===== src/rtl/spi_slave_if.sv =====
`default_nettype none
// ============================================================================
// spi_slave_if : SPI slave front end for the command RAM (optional SPI_FRAME_ERR_EN)
// Rev 1.0
// ============================================================================
module spi_slave_if #(
  parameter int RX_W = 10,
  parameter int TX_W = 8
) (
  input  logic            clk,
  input  logic            rst_n,
  input  logic            SS_n,
  input  logic            MOSI,
  output logic            MISO,
  output logic [RX_W-1:0] rx_data,
  output logic            rx_valid,
  input  logic [TX_W-1:0] tx_data,
  input  logic            tx_valid
`ifdef SPI_FRAME_ERR_EN
  ,
  output logic            frame_err
`endif
);

  localparam int              c_TXC_W    = (TX_W > 1) ? $clog2(TX_W) : 1;
  localparam logic [3:0]      c_RX_LAST  = 4'(RX_W - 1);
  localparam logic [c_TXC_W-1:0] c_TX_LAST = c_TXC_W'(TX_W - 1);

  typedef enum logic [2:0] {
    S_IDLE      = 3'd0,
    S_CHK_CMD   = 3'd1,
    S_WRITE     = 3'd2,
    S_READ_ADD  = 3'd3,
    S_READ_DATA = 3'd4
  } state_t;

  state_t               r_state;
  state_t               w_next;
  logic [3:0]           r_bit_cnt;
  logic                 r_rx_done;
  logic [RX_W-1:0]      r_shift;
  logic [TX_W-1:0]      r_tx_shift;
  logic [c_TXC_W-1:0]   r_tx_cnt;
  logic                 r_tx_active;
  logic                 r_tx_done;
  logic                 r_rd_addr_seen;
  logic                 w_in_frame;
  logic                 w_in_rx;
  logic                 w_rx_last;
  logic                 w_tx_wait;
  logic                 w_tx_last;

  assign w_in_frame = (r_state == S_WRITE) || (r_state == S_READ_ADD) ||
                      (r_state == S_READ_DATA);
  assign w_in_rx    = w_in_frame && !r_rx_done;
  assign w_rx_last  = w_in_rx && (r_bit_cnt == c_RX_LAST);
  // Reply window opens the cycle after the strobe and closes once a reply is captured.
  assign w_tx_wait  = (r_state == S_READ_DATA) && r_rx_done && !r_tx_active && !r_tx_done;
  assign w_tx_last  = r_tx_active && (r_tx_cnt == c_TX_LAST);

  always_ff @(posedge clk or negedge rst_n) begin
    if (!rst_n) r_state <= S_IDLE;
    else        r_state <= w_next;
  end

  always_comb begin
    w_next = r_state;
    if (SS_n) begin
      w_next = S_IDLE;
    end else begin
      case (r_state)
        S_IDLE:    w_next = S_CHK_CMD;
        S_CHK_CMD: begin
          if (!MOSI)               w_next = S_WRITE;
          else if (r_rd_addr_seen) w_next = S_READ_DATA;
          else                     w_next = S_READ_ADD;
        end
        default:   w_next = r_state;
      endcase
    end
  end

  always_ff @(posedge clk or negedge rst_n) begin
    if (!rst_n) begin
      r_bit_cnt      <= '0;
      r_rx_done      <= 1'b0;
      r_shift        <= '0;
      r_tx_shift     <= '0;
      r_tx_cnt       <= '0;
      r_tx_active    <= 1'b0;
      r_tx_done      <= 1'b0;
      r_rd_addr_seen <= 1'b0;
      rx_data        <= '0;
      rx_valid       <= 1'b0;
      MISO           <= 1'b0;
    end else if (SS_n) begin
      // Frame closed or aborted: partial word dropped, flag left as is.
      r_bit_cnt   <= '0;
      r_rx_done   <= 1'b0;
      r_tx_cnt    <= '0;
      r_tx_active <= 1'b0;
      r_tx_done   <= 1'b0;
      rx_valid    <= 1'b0;
      MISO        <= 1'b0;
    end else begin
      rx_valid <= 1'b0;
      if (w_in_rx) begin
        r_shift   <= {r_shift[RX_W-2:0], MOSI};
        r_bit_cnt <= r_bit_cnt + 4'd1;
        if (w_rx_last) begin
          rx_data   <= {r_shift[RX_W-2:0], MOSI};
          rx_valid  <= 1'b1;
          r_rx_done <= 1'b1;
          if (r_state == S_READ_ADD) r_rd_addr_seen <= 1'b1;
        end
      end
      if (w_tx_wait && tx_valid) begin
        r_tx_active <= 1'b1;
        r_tx_cnt    <= '0;
        MISO        <= tx_data[TX_W-1];
        r_tx_shift  <= {tx_data[TX_W-2:0], 1'b0};
      end else if (r_tx_active) begin
        if (w_tx_last) begin
          r_tx_active    <= 1'b0;
          r_tx_done      <= 1'b1;
          MISO           <= 1'b0;
          r_rd_addr_seen <= 1'b0;
        end else begin
          MISO       <= r_tx_shift[TX_W-1];
          r_tx_shift <= {r_tx_shift[TX_W-2:0], 1'b0};
          r_tx_cnt   <= r_tx_cnt + 1'b1;
        end
      end
    end
  end

`ifdef SPI_FRAME_ERR_EN
  // Early SS_n release: before the command strobe, or before a READ_DATA reply completes.
  always_ff @(posedge clk or negedge rst_n) begin
    if (!rst_n) frame_err <= 1'b0;
    else        frame_err <= SS_n && ((w_in_frame && !r_rx_done) ||
                                      ((r_state == S_READ_DATA) && !r_tx_done));
  end
`endif

endmodule
`default_nettype wire


===== config.mk =====
export PLATFORM = sky130hd
export DESIGN_NAME = spi_slave_if
export DESIGN_NICKNAME = d
export VERILOG_FILES = /design/src/rtl/spi_slave_if.sv
export SDC_FILE = /design/constraint.sdc
export NUM_CORES = 1
export LEC_CHECK = 0
export ABC_AREA = 1
export BUFFER_PORTS_ARGS = -buffer_cell sky130_fd_sc_hd__buf_4
export CORE_MARGIN = 2
export CORE_UTILIZATION = 25
export CTS_BUF_LIST = sky130_fd_sc_hd__clkbuf_4 sky130_fd_sc_hd__clkbuf_8 sky130_fd_sc_hd__clkbuf_16
export CTS_CLUSTER_DIAMETER = 40
export DETAILED_ROUTE_END_ITERATION = 12
export GPL_ROUTABILITY_DRIVEN = 0
export PLACE_DENSITY_LB_ADDON = 0.3
export SYNTH_ARGS = -nofsm -noshare
export SYNTH_HDL_FRONTEND = slang
export SYNTH_SLANG_ARGS = --single-unit

===== constraint.sdc =====
create_clock -name clk -period 1.3 [get_ports clk]
set_clock_uncertainty 0.05 [all_clocks]
set_input_delay 0.13 -clock clk [delete_from_list [all_inputs] [get_ports clk]]
set_output_delay 0.13 -clock clk [all_outputs]
set_load 0.005 [all_outputs]

==> impl_metrics.yaml, run 1 <==
layout:
  layoutNonFillerInstCount: 397
  fill_cells: 783
  design_area_um2: 2780
  area_delta_synth_final_pct: 42.1
  fin_nets: 311
  antenna_cells: 0
  multi_input_area_um2: 968
  final_util: 0.364
  drive_above_1_share: 0.353
  regArea_um2: 1050
sta:
  setup_violations: 11
  fin_crit_ps: 1360
  worst_hold_slack_ps: 18.7
  timing.final.ws_setup_ps: -63.4
  hold_viol: 0
  tightest_slew_ps: 544
  fin_crit_sh: 1.05
  rsz0062_at_grt: "true"
  maxSlewHeadroom: 0.637
  fin_tns_setup_ps: -448
  timing.fmax_mhz: 733
  slew_viol_final: 0
grt:
  busiest_layer: "met2"
  grt_use_met3: 0.0244
  grt_pass1_wl_um: 7400
  grt_use_total: 0.110
  use_met2: 0.180
  antenna_found_initial: 0
  grt_pass1_vias: 1589
  grt_overflow: 0
  grtUsageMet1: 0.141
  grt_start_max_net_pins: 43
cts:
  clk_pin_slew_worst_paths_ps: 90
  cts_buffer_depth: 2
  cts_htree_levels: 2
  cts_sinks: 42
  clk_latency_ps: 300
  numCtsBuffers: 5
  cts_root_buf: "clkbuf_8"
  cts_tree: "done"
worst_hold_path:
  worstHoldStart: "tx_data[7]"
  hold_end: "MISO"
  hold_path.class: "in2reg"
  worstHoldPathCells: 3
route:
  num_vias: 1696
  drc: 0
  drt-pass1-iter-count: 4
  drt_iter0_markers: 79
  viasPerCell: 4.27
  postRouteAntennaNets: 0
  routedWlPerCell_um: 11.3
  wirelength_um: 4490
die:
  die-area_um2: 8550
  die_w_um: 92.5
  die_y_um: 92.5
  rows: 32
  pin_count: 25
  core-area_um2: 7650
  initial_core_util: 0.256
synth:
  synth_cells: 234
  syn_avg_cell_area_um2: 8.36
  synth_top_area_cell: "dfrtp_1"
  yosysWarnings: 0
  synth_area_um2: 1960
  ys_top_cells_by_area: "dfrtp_1 (54%), nand2_1 (18%), nand3_1 (4.6%), o21ai_0 (3.3%), nand4_1 (3.2%)"
  synth_cell_types: 23
  synth.net_count: 251
  synth-seq-cells: 42
  ys_seq_area_frac: 0.537
  synthDominantCellAreaShare: 0.537
worst_setup_path:
  cp-startpoint: "r_bit_cnt[1]"
  rr_worst_depth: 7
  r2r_end: "r_rd_addr_seen"
  required_ps: 1480
  worstSetupStartpointType: "flip-flop"
  cp_max_fo: 6
  r2r_slack_ps: -60
  rr_startpoint: "r_bit_cnt[1]"
  crit_type: "reg2reg"
  critPathArrivalTime_ps: 1540
  cp-end-kind: "flip-flop"
placed_design:
  port-buffer-count: 24
  place_area_um2: 2410
  place_hpwl_um: 2890
  placed_cells: 378
  post-place-ws_ps: -123
power_and_ir_drop:
  ir_drop_mv: 0.450
  power_density_nw_per_um2: 1050
  leakagePower_nw: 1.46
  power_mw: 2.92
outcome:
  status: "complete, but fails checks"
  violations: "negative setup slack"
run:
  cap_violations: 0
-- repair_timing --
| action | in CTS | in global routing |
|---|---|---|
| pin swaps | 10 | 25 |
| buffers inserted | 2 | 6 |
| hold buffers | 1 | 0 |
| setup endpoints to repair | 36 | 37 |
| resized for setup | 25 | 31 |
| hold endpoints to repair | 42 | 0 |
| gates cloned | 2 | 0 |
-- routing by layer --
| layer | wire, µm | vias up |
|---|---|---|
| met5 | 0 | - |
| met3 | 98 | 6 |
| li1 | - | 875 |
| met1 | 2110 | 798 |
| met4 | 69 | 0 |
| met2 | 2210 | 17 |
-- kinds of logic after synthesis --
kind of cell | share of synthesized area
AOI/OAI and AO/OA | 0.0633
DFF | 0.537
xor gates and xnor gates | 0.00895
adders and majority gates | 0.0256
buffers and inverters | 0.0486
and+or+nand+nor | 0.316
-- cells in the final DEF, fill, tap and decap left out, types with 4 or more instances in the layout --
| cell type | n |
|---|---|
| a21oi_1 | 7 |
| buf_6 | 7 |
| clkbuf_8 | 5 |
| nand2_2 | 4 |
| nand2_4 | 6 |
| inv_2 | 6 |
| nor2_1 | 7 |
| o21ai_0 | 4 |
| nand2_1 | 88 |
| buf_4 | 50 |
| nand4_1 | 10 |
| dfrtp_1 | 42 |
| nor2_4 | 4 |
| nand3_1 | 9 |
| o21ai_1 | 9 |
| nand3_2 | 9 |
| inv_1 | 8 |
-- worst max path at each step --
stage	end	slack, ps	cells after the start
3_3_place_gp	r_tx_cnt[0]	-90	7
6_report	r_rd_addr_seen	-60	7
4_1_cts	r_tx_shift[7]	-90	7
2_1_floorplan	r_tx_shift[2]	-9	8
3_5_place_dp	r_tx_shift[7]	-120	7
5_1_grt	r_tx_shift[7]	-160	7
-- flip-flops by register name, summed over array words and instances, names as in the netlist --
| name | cells |
|---|---|
| rx_data | 10 |
| r_shift | 9 |
| r_tx_shift | 7 |
| r_bit_cnt | 4 |
| r_state | 3 |
| r_tx_cnt | 3 |
| MISO | 1 |
| r_rd_addr_seen | 1 |
| r_rx_done | 1 |
| r_tx_active | 1 |
| r_tx_done | 1 |
| rx_valid | 1 |
-- cell usage after synthesis, drive strengths merged --
cell,instances
nand4,10
inv,15
nand3,18
clkbuf,2
clkinv,1
xor2,2
nor2,13
buf,4
dfrtp,42
o21ai,13
a21oi,8
ha,4
nand2,100
a21boi,1
nor3,1
-- power by group --
part	switching [mW]	internal [mW]	total [mW]
clock network	0.483	0.378	0.861
registers	0.120	1.44	1.56
logic	0.263	0.237	0.500
-- critical path, cell delays in order, from the launching register on --
cell and delay [ps]:
dfrtp_1 400, inv_2 80, ha_4 130, nand2_4 50
nor2_4 180, buf_6 160, nand4_1 80, a21oi_1 150
-- layout make-up --
cell class	instances	share of cell area
clock buffers	5	0.0247
clock inverters	3	0.00765
inverters	16	0.0234
multi-input cells	170	0.348
flip-flops and latches	42	0.378
well taps	102	0.0459
repair buffers	59	0.172
No activity file was read; power rests on OpenSTA's default activity.
==> run 2, diff against run 1 <==
--- a/config.mk
+++ b/config.mk
@@ -6,7 +6,7 @@
 export NUM_CORES = 1
 export LEC_CHECK = 0
 export ABC_AREA = 1
-export BUFFER_PORTS_ARGS = -buffer_cell sky130_fd_sc_hd__buf_4
+export BUFFER_PORTS_ARGS = -buffer_cell sky130_fd_sc_hd__buf_2
 export CORE_MARGIN = 2
 export CORE_UTILIZATION = 25
 export CTS_BUF_LIST = sky130_fd_sc_hd__clkbuf_4 sky130_fd_sc_hd__clkbuf_8 sky130_fd_sc_hd__clkbuf_16
==> impl_metrics.yaml, run 2 (synthesis gave the netlist of run 1 again) <==
worst_hold_path:
  hold_path.class: "in2reg"
  worstHoldPathCells: 3
  hold_end: "MISO"
  worstHoldStart: "tx_data[7]"
layout:
  layoutNonFillerInstCount: 404
  largest_register_ff_count: 10
  final_util: 0.369
  area_delta_synth_final_pct: 44.1
  design_area_um2: 2820
  biggestRegsByFlops: "rx_data: 10 flops, r_shift: 9 flops, r_tx_shift: 7 flops"
  layout_commonest_cell: "nand2_1"
  regMostFlops: "rx_data"
  antenna_cells: 0
  mostFrequentLayoutCells: "nand2_1 (81), dfrtp_1 (41), buf_4 (29)"
  drive_above_1_share: 0.381
  fin_nets: 318
route:
  wirelength_um: 4710
  num_vias: 1760
  drt-pass1-iter-count: 4
  routedWlPerCell_um: 11.7
  drc: 0
  postRouteAntennaNets: 0
  drt_iter0_markers: 96
  viasPerCell: 4.36
sta:
  fin_crit_sh: 1.06
  maxSlewHeadroom: 0.827
  rsz0062_at_grt: "true"
  timing.final.ws_setup_ps: -82.8
  fin_crit_ps: 1380
  setup_violations: 9
  timing.fmax_mhz: 723
  tightest_slew_ps: 259
  worst_hold_slack_ps: 6.28
  slew_viol_final: 0
  hold_viol: 0
cts:
  cts_tree: "done"
  clk_latency_ps: 300
  clk_pin_slew_worst_paths_ps: 80
  cts_buffer_depth: 2
  numCtsBuffers: 5
  cts_sinks: 42
  cts_root_buf: "clkbuf_8"
  cts_htree_levels: 2
power_and_ir_drop:
  leakagePower_nw: 1.52
  ir_drop_mv: 0.459
  power_density_nw_per_um2: 1110
worst_setup_path:
  rr_worst_depth: 7
  cp-end-kind: "flip-flop"
  rr_startpoint: "r_tx_cnt[0]"
  required_ps: 1480
  r2r_end: "r_tx_shift[7]"
  crit_type: "reg2reg"
  cp_max_fo: 8
  worstSetupStartpointType: "flip-flop"
  r2r_slack_ps: -80
  critPathArrivalTime_ps: 1570
die:
  rows: 32
  die_y_um: 92.5
  die-area_um2: 8550
  pin_count: 25
  die_w_um: 92.5
  initial_core_util: 0.256
  core-area_um2: 7650
grt:
  grt_overflow: 0
  grt_use_total: 0.114
  antenna_found_initial: 0
  grt_pass1_wl_um: 7800
  grt_pass1_vias: 1708
  grt_start_max_net_pins: 43
placed_design:
  port-buffer-count: 24
  placed_cells: 379
  place_hpwl_um: 2950
  place_area_um2: 2370
  post-place-ws_ps: -152
outcome:
  violations: "negative setup slack"
  status: "complete, but fails checks"
run:
  cap_violations: 0
==> run 2: worst max-delay path, cell delays in order, from the launching register on <==
cell and delay (ps):
dfrtp_1 400, ha_2 200, ha_4 160, inv_2 50
nand2_4 60, a21oi_4 240, nand2_1 90, nand2_1 80
==> run 2: timing repair <==
action                                  4_1_cts  5_1_grt
hold buffers                                  1        0
gates cloned                                  2        2
setup buffers                                 1       11
hold endpoints to repair                     42        0
pin swaps                                    10       20
gates resized for setup                      20       40
endpoints found under the setup margin       36       37
==> run 2: through the flow <==
| stage | TNS (ps) | total power, mW |
|---|---|---|
| after floorplan | -62.0 | 1.74 |
| after global placement | -1330 | 1.93 |
| after detailed placement | -2000 | 1.94 |
| after CTS | -648 | 3.04 |
| after global routing | -2420 | 3.30 |
| final | -485 | 3.13 |
==> run 2: worst max path at each step <==
stage | from | end | cells after the start
final | r_tx_cnt[0] | r_tx_shift[7] | 7
after global routing | r_tx_cnt[0] | r_tx_cnt[0] | 7
after CTS | r_tx_cnt[1] | r_tx_shift[7] | 7
after detailed placement | r_tx_cnt[0] | r_tx_shift[7] | 7
after global placement | r_tx_cnt[0] | r_tx_cnt[0] | 7
after floorplan | r_tx_cnt[0] | r_tx_shift[2] | 8
==> run 2: layout make-up <==
type                    instances  area, µm²
well taps                     102        128
fillers                       761       4830
flip-flops and latches         42       1050
clock buffers                   5       68.8
multi-input cells             171        978
clock inverters                 3       43.8
repair buffers                 65        480
inverters                      16       67.6
==> run 2: where the power goes <==
part           leakage, nW  internal, mW  switching (mW)  total, mW
Combinational        0.882         0.229           0.276      0.506
Clock               0.0585         0.577           0.495       1.07
Sequential           0.574          1.44           0.114       1.56
Total                 1.52          2.25           0.885       3.13
==> run 2: routing by layer <==
layer	wire length [µm]	track usage
met5	0	0
met3	138	0.0195
met1	2250	0.149
met2	2250	0.190
met4	68	0.0373
